===== src/rtl/button_press_counter_pkg.sv =====
`default_nettype none
// ============================================================================
//  Module   : button_press_counter_pkg
//  Brief    : Shared constants, leader encoding and display helper functions
//  Revision : 1.0 - initial release
// ============================================================================
package button_press_counter_pkg;

    localparam int          NUM_BUTTONS = 3;
    localparam int          c_IND_WIDTH = 10;

    localparam logic [7:0]  SEG_DIGIT0  = 8'hC0;
    localparam logic [7:0]  SEG_DIGIT1  = 8'hF9;
    localparam logic [7:0]  SEG_DIGIT2  = 8'hA4;
    localparam logic [7:0]  SEG_TIE     = 8'h7F;

    typedef enum logic [1:0] {
        LEAD_0   = 2'd0,
        LEAD_1   = 2'd1,
        LEAD_2   = 2'd2,
        LEAD_TIE = 2'd3
    } leader_e;

    function automatic logic [7:0] seg_encode(input leader_e lead);
        logic [7:0] seg;
        case (lead)
            LEAD_0:  seg = SEG_DIGIT0;
            LEAD_1:  seg = SEG_DIGIT1;
            LEAD_2:  seg = SEG_DIGIT2;
            default: seg = SEG_TIE;
        endcase
        return seg;
    endfunction

    // Lowest min(n, c_IND_WIDTH) bits set.
    function automatic logic [c_IND_WIDTH-1:0] thermometer(input int unsigned n);
        logic [c_IND_WIDTH-1:0] t;
        if (n >= c_IND_WIDTH)
            t = '1;
        else
            t = (c_IND_WIDTH'(1) << n) - c_IND_WIDTH'(1);
        return t;
    endfunction

endpackage
`default_nettype wire


===== src/rtl/button_press_counter_if.sv =====
`default_nettype none
// ============================================================================
//  Module   : button_press_counter_if
//  Brief    : Board-side pins of the press counter: controls in, display out
//  Revision : 1.0 - initial release
// ============================================================================
interface button_press_counter_if;
    import button_press_counter_pkg::*;

    logic                     activator;
    logic [NUM_BUTTONS-1:0]   buttons;
    logic [NUM_BUTTONS-1:0]   equalizer;
    logic [7:0]               display;
    logic [c_IND_WIDTH-1:0]   indicator;

    modport master (
        output activator,
        output buttons,
        output equalizer,
        input  display,
        input  indicator
    );

    modport slave (
        input  activator,
        input  buttons,
        input  equalizer,
        output display,
        output indicator
    );
endinterface
`default_nettype wire


===== src/rtl/button_press_counter_input_sync_edge.sv =====
`default_nettype none
// ============================================================================
//  Module   : input_sync_edge
//  Brief    : Multi-stage synchroniser followed by a rising-edge detector
//  Revision : 1.0 - initial release
// ============================================================================
module input_sync_edge #(
    parameter int WIDTH       = 1,
    parameter int SYNC_STAGES = 2
) (
    input  wire logic             clk,
    input  wire logic             rst,
    input  wire logic [WIDTH-1:0] i_async,
    output logic      [WIDTH-1:0] o_level,
    output logic      [WIDTH-1:0] o_rise
);

    logic [WIDTH-1:0] r_sync [SYNC_STAGES];
    logic [WIDTH-1:0] r_prev;

    for (genvar gs = 0; gs < SYNC_STAGES; gs++) begin : g_stage
        if (gs == 0) begin : g_first
            always_ff @(posedge clk or posedge rst) begin
                if (rst) r_sync[gs] <= '0;
                else     r_sync[gs] <= i_async;
            end
        end else begin : g_chain
            always_ff @(posedge clk or posedge rst) begin
                if (rst) r_sync[gs] <= '0;
                else     r_sync[gs] <= r_sync[gs-1];
            end
        end
    end

    always_ff @(posedge clk or posedge rst) begin
        if (rst) r_prev <= '0;
        else     r_prev <= r_sync[SYNC_STAGES-1];
    end

    assign o_level = r_sync[SYNC_STAGES-1];
    assign o_rise  = r_sync[SYNC_STAGES-1] & ~r_prev;

endmodule
`default_nettype wire


===== src/rtl/button_press_counter.sv =====
`default_nettype none
// ============================================================================
//  Module   : button_press_counter
//  Brief    : Per-button saturating press counters with equalizer; shows the
//             leading button on a 7-segment digit and the lead count on a bar
//  Revision : 1.0 - initial release
// ============================================================================
module button_press_counter
    import button_press_counter_pkg::*;
#(
    parameter int COUNT_WIDTH = 8,
    parameter int SYNC_STAGES = 2
) (
    input  wire logic               clk,
    input  wire logic               rst,
    button_press_counter_if.slave   bus
);

    logic [NUM_BUTTONS-1:0] w_btn_level;
    logic [NUM_BUTTONS-1:0] w_btn_rise;
    logic [NUM_BUTTONS-1:0] w_eq_level;
    logic [NUM_BUTTONS-1:0] w_eq_rise;
    logic                   w_act;
    logic                   w_unused_act_rise;
    logic                   w_unused_bits;

    input_sync_edge #(.WIDTH(NUM_BUTTONS), .SYNC_STAGES(SYNC_STAGES)) u_sync_btn (
        .clk     (clk),
        .rst     (rst),
        .i_async (bus.buttons),
        .o_level (w_btn_level),
        .o_rise  (w_btn_rise)
    );

    input_sync_edge #(.WIDTH(NUM_BUTTONS), .SYNC_STAGES(SYNC_STAGES)) u_sync_eq (
        .clk     (clk),
        .rst     (rst),
        .i_async (bus.equalizer),
        .o_level (w_eq_level),
        .o_rise  (w_eq_rise)
    );

    input_sync_edge #(.WIDTH(1), .SYNC_STAGES(SYNC_STAGES)) u_sync_act (
        .clk     (clk),
        .rst     (rst),
        .i_async (bus.activator),
        .o_level (w_act),
        .o_rise  (w_unused_act_rise)
    );

    assign w_unused_bits = ^{w_btn_level, w_eq_level, w_unused_act_rise};

    logic [COUNT_WIDTH-1:0] r_cnt  [NUM_BUTTONS];
    logic [COUNT_WIDTH-1:0] w_next [NUM_BUTTONS];
    logic [COUNT_WIDTH-1:0] w_max;
    leader_e                w_lead;
    logic [7:0]             r_display;
    logic [c_IND_WIDTH-1:0] r_indicator;

    always_comb begin
        w_max = r_cnt[0];
        for (int i = 1; i < NUM_BUTTONS; i++)
            if (r_cnt[i] > w_max) w_max = r_cnt[i];
    end

    // Equalize first (to the pre-update max), then add the press on top.
    always_comb begin
        logic [COUNT_WIDTH-1:0] v_base;
        v_base = '0;
        for (int i = 0; i < NUM_BUTTONS; i++) begin
            v_base = w_eq_rise[i] ? w_max : r_cnt[i];
            if (!w_act)
                w_next[i] = '0;
            else if (w_btn_rise[i])
                w_next[i] = (&v_base) ? v_base : v_base + COUNT_WIDTH'(1);
            else
                w_next[i] = v_base;
        end
    end

    always_ff @(posedge clk or posedge rst) begin
        if (rst) begin
            for (int i = 0; i < NUM_BUTTONS; i++) r_cnt[i] <= '0;
        end else begin
            for (int i = 0; i < NUM_BUTTONS; i++) r_cnt[i] <= w_next[i];
        end
    end

    always_comb begin
        if (r_cnt[0] > r_cnt[1] && r_cnt[0] > r_cnt[2])
            w_lead = LEAD_0;
        else if (r_cnt[1] > r_cnt[0] && r_cnt[1] > r_cnt[2])
            w_lead = LEAD_1;
        else if (r_cnt[2] > r_cnt[0] && r_cnt[2] > r_cnt[1])
            w_lead = LEAD_2;
        else
            w_lead = LEAD_TIE;
    end

    always_ff @(posedge clk or posedge rst) begin
        if (rst) begin
            r_display   <= SEG_TIE;
            r_indicator <= '0;
        end else begin
            r_display   <= seg_encode(w_lead);
            r_indicator <= thermometer(32'(w_max));
        end
    end

    assign bus.display   = r_display;
    assign bus.indicator = r_indicator;

endmodule
`default_nettype wire


===== src/flat_wrapper.sv =====
// flat-port wrapper written by rule: the top's interface ports become plain ports
module button_press_counter_flat import button_press_counter_pkg::*;
#(
    parameter int COUNT_WIDTH = 8,
    parameter int SYNC_STAGES = 2
)
  (clk, rst, bus_activator, bus_buttons, bus_equalizer, bus_display, bus_indicator);
  button_press_counter_if bus_i ();
  input  wire logic clk;
  input  wire logic rst;
  input wire logic [$bits(bus_i.activator)-1:0] bus_activator;
  input wire logic [$bits(bus_i.buttons)-1:0] bus_buttons;
  input wire logic [$bits(bus_i.equalizer)-1:0] bus_equalizer;
  output wire logic [$bits(bus_i.display)-1:0] bus_display;
  output wire logic [$bits(bus_i.indicator)-1:0] bus_indicator;
  assign bus_i.activator = bus_activator;
  assign bus_i.buttons = bus_buttons;
  assign bus_i.equalizer = bus_equalizer;
  assign bus_display = bus_i.display;
  assign bus_indicator = bus_i.indicator;
  button_press_counter #(.COUNT_WIDTH(COUNT_WIDTH), .SYNC_STAGES(SYNC_STAGES)) u_core (.clk(clk), .rst(rst), .bus(bus_i));
endmodule

===== config.mk =====
export PLATFORM = sky130hd
export DESIGN_NAME = button_press_counter_flat
export DESIGN_NICKNAME = d
export VERILOG_FILES = /design/src/rtl/button_press_counter_pkg.sv /design/src/rtl/button_press_counter_if.sv /design/src/rtl/button_press_counter_input_sync_edge.sv /design/src/rtl/button_press_counter.sv /design/src/flat_wrapper.sv
export SDC_FILE = /design/constraint.sdc
export NUM_CORES = 1
export LEC_CHECK = 0
export ABC_CLOCK_PERIOD_IN_PS = 6600
export CORE_MARGIN = 5
export CORE_UTILIZATION = 50
export CTS_BUF_LIST = sky130_fd_sc_hd__clkbuf_8
export DETAILED_ROUTE_END_ITERATION = 10
export GPL_TIMING_DRIVEN = 0
export PLACE_DENSITY_LB_ADDON = 0.1
export SKIP_LAST_GASP = 1
export SLEW_MARGIN = 20
export SYNTH_ARGS = -nofsm -noshare
export SYNTH_HDL_FRONTEND = slang
export SYNTH_SLANG_ARGS = --single-unit

===== constraint.sdc =====
create_clock -name clk -period 6.6 [get_ports clk]
set_clock_uncertainty 0.2 [all_clocks]
set_input_delay 0.66 -clock clk [delete_from_list [all_inputs] [get_ports clk]]
set_output_delay 0.66 -clock clk [all_outputs]
set_load 0.02 [all_outputs]

==> results.cfg <==
[synth]
yosys.area_share.simple_pct = 22.0
ys_warn_count = 0
synth_xor_area_share_pct = 0.402
ys_types = 80
syn_area_mm2 = 0.00436
synth.avg_cell_area_um2 = 9.36
synthArstFlopShare_pct = 100
ys_ff_latch = 60
syn_inst = 466
mappedNetlistNets = 509
post-synth-top-area-fraction_pct = 31.6
synth-main-ff-cell = dfrtp_1
synth.area.mux_share_pct = 5.11
synth_compound_area_share_pct = 23.1
synth_fa_ha_area_share_pct = 9.76
synth_top_family_by_area = compound AO/OA/AOI/OAI gates
synth_edf_count = 0
synth.top_cells.by_area = dfrtp_1 32%, ha_1 9.8%, nand2_1 4.2%
synth_top_cell_by_area = dfrtp_1
ys_seq_area_share_pct = 34.6

[global_route]
use_met3_pct = 3.96
grt_overflow = 0
gr-usage-met2_pct = 37.1
track_usage_pct = 23.0
grt.met1_usage_pct = 31.7
grt_pass1_wl_mm = 18.6
busiest_layer = met2
grt_max_degree = 41
grt_pass1_vias = 3543
grt_antenna_before_repair = 0

[clocking]
cts_max_path_buffers = 2
numClockSinks = 60
cts-root-buf = clkbuf_8
clk_pin_slew_worst_paths_ns = 0.07
cts_tree = built
postCtsSetupBuffers = 0
cts_buffers = 9
hold_buffers = 0
h-tree-depth = 3
post_cts_resized = 0
insertion_delay_ns = 0.34

[finish]
area_growth_pct = 14.2
nets = 547
final_common_cell = dfrtp_1
num_antenna_cells = 0
final_cell_mix = 55 x dfrtp_1, 49 x nand2_1, 34 x ha_1
drive_gt1_share_pct = 17.1
fin_cells = 616

[placed_design]
post-place-cells = 601
gp_congestion = 0.963
port_buffers = 26
hpwl_mm = 8.83

[routing]
ant_nets = 0
drt_iter0_markers = 292
post_drt_wl_per_cell_um = 18.9
vias = 3770
viasPerCell = 6.12
wirelength_mm = 11.6
drc = 0
dr.pass1.iters = 5

[sta]
hold_slack_ns = 0.149
slew_headroom_pct = 55.3
setup-tns-final_ns = 0
rsz0062_at_grt = no
max_freq_ghz = 0.159
period_share_pct = 95.5
fin_crit_ns = 6.31
worst_pin_slew_ns = 0.652
finalSetupViolations = 0
final_hold_viol_count = 0
maxSlewViolCount = 0

[run]
maxCapViolations = 0

[die]
num_rows = 34
die_y_um = 103
ios = 27
core_mm2 = 0.00859
dieWidth_um = 103
die-area_mm2 = 0.0107
start_util_pct = 50.7

[worst_setup_path]
r2r_slack_ns = 0.29
worstPathArrival_ns = 6.36
cp.required_ns = 6.65
worstPathMaxFanout = 10
startpoint_type = flop
crit_type = flop to flop
worst_setup_path_end_kind = flop

[run_status]
status = finished, final reports clean

[worst_hold_path]
hold_path.class = flop to flop
[cell families (layout without fill, tap and decap cells)]
| group | count (synthesis) | in the layout |
|---|---|---|
| AO/OA/AOI/OAI | 128 | 128 |
| XOR/XNOR | 2 | 2 |
| adder cells (fa/ha/maj) | 34 | 34 |
| buffers and inverters | 46 | 88 |
| flip-flops | 60 | 60 |
| multiplexers | 20 | 20 |
| AND/OR/NAND/NOR | 176 | 176 |
[metal layers]
layer / part of all wire, % / vias up / wire, um
li1: - / 1800 / -
met1: 45 / 1813 / 5280
met2: 46 / 134 / 5350
met3: 6.4 / 23 / 744
met4: 2.3 / 0 / 264
met5: 0 / - / 0
[flip-flops by register name, indices dropped and copies added (netlist names)]
name                       flops
u_core.u_sync_btn.r_sync       3
u_core.bus.display             6
u_core.r_cnt                  24
u_core.u_sync_eq.r_sync        3
u_core.u_sync_act.o_level      1
u_core.u_sync_btn.o_level      3
u_core.bus.indicator          10
u_core.u_sync_eq.r_prev        3
u_core.u_sync_btn.r_prev       3
u_core.u_sync_act.r_sync       1
u_core.u_sync_eq.o_level       3
[through the flow]
step	instance area [um2]	utilization (%)	setup slack, ns
global route	4980	57.9	0.00175
detailed placement	4780	55.6	0.408
global placement	4760	55.3	0.475
CTS	4980	57.9	0.341
floorplan	4360	-	1.22
finish	4980	57.9	0.294
[worst max-delay path: stages, from the launching register on]
cell and delay [ns]:
dfrtp_1 0.49, inv_1 0.13, ha_1 0.30, nor2b_2 0.16, o211ai_2 0.20, a211oi_2 0.15
nor2_2 0.35, mux2_2 0.49, inv_1 0.10, ha_1 0.24, a21o_1 0.18, a21o_1 0.17
a221o_1 0.39, a41o_1 0.25, a41oi_2 0.26, buf_4 0.24, o21ai_1 0.13, and2_1 0.17
buf_2 0.19, o21ai_1 0.20, ha_1 0.22, nand2_1 0.11, nor4_1 0.29, o2111a_2 0.35
o21ai_0 0.10, a21oi_1 0.18
[path summary, 6_finish.rpt]
kind,from,end,cells past startpoint
max,u_core.r_cnt[17],u_core.r_cnt[19],25
min,u_core.u_sync_btn.r_sync[5],u_core.u_sync_btn.o_level[2],0
max reg2reg,u_core.r_cnt[17],u_core.r_cnt[19],25
min reg2reg,u_core.u_sync_btn.r_sync[5],u_core.u_sync_btn.o_level[2],0
max in group asynchronous,rst,u_core.bus.display[2],3
min in group asynchronous,rst,u_core.u_sync_btn.r_prev[1],2
[synth_stat cells, types with 5 or more instances]
master / n
dfrtp_1: 55
nand2_1: 49
ha_1: 34
inv_1: 29
a21oi_1: 26
o21ai_0: 25
nor2_1: 21
nand3_1: 15
nor3_1: 14
nand4_1: 13
mux2i_1: 11
nand2b_1: 10
a21o_1: 8
mux2_2: 8
o211ai_1: 7
a31oi_1: 6
and3_1: 6
nor2b_1: 6
and2_1: 5
buf_2: 5
clkbuf_1: 5
dfstp_2: 5
nor4_1: 5
o21ai_1: 5
[cell type report]
cell class | instances | area [um2]
Sequential cell | 60 | 1510
Clock inverter | 4 | 48.8
Timing Repair Buffer | 27 | 280
Multi-Input combinational cell | 360 | 2630
Tap cell | 108 | 135
Clock buffer | 11 | 151
Fill cell | 755 | 3610
Buffer | 17 | 111
Inverter | 29 | 111
Power is left out: the tool's default activity adds up to more than one toggle a clock period on the data nets, which glitch-free logic cannot reach.
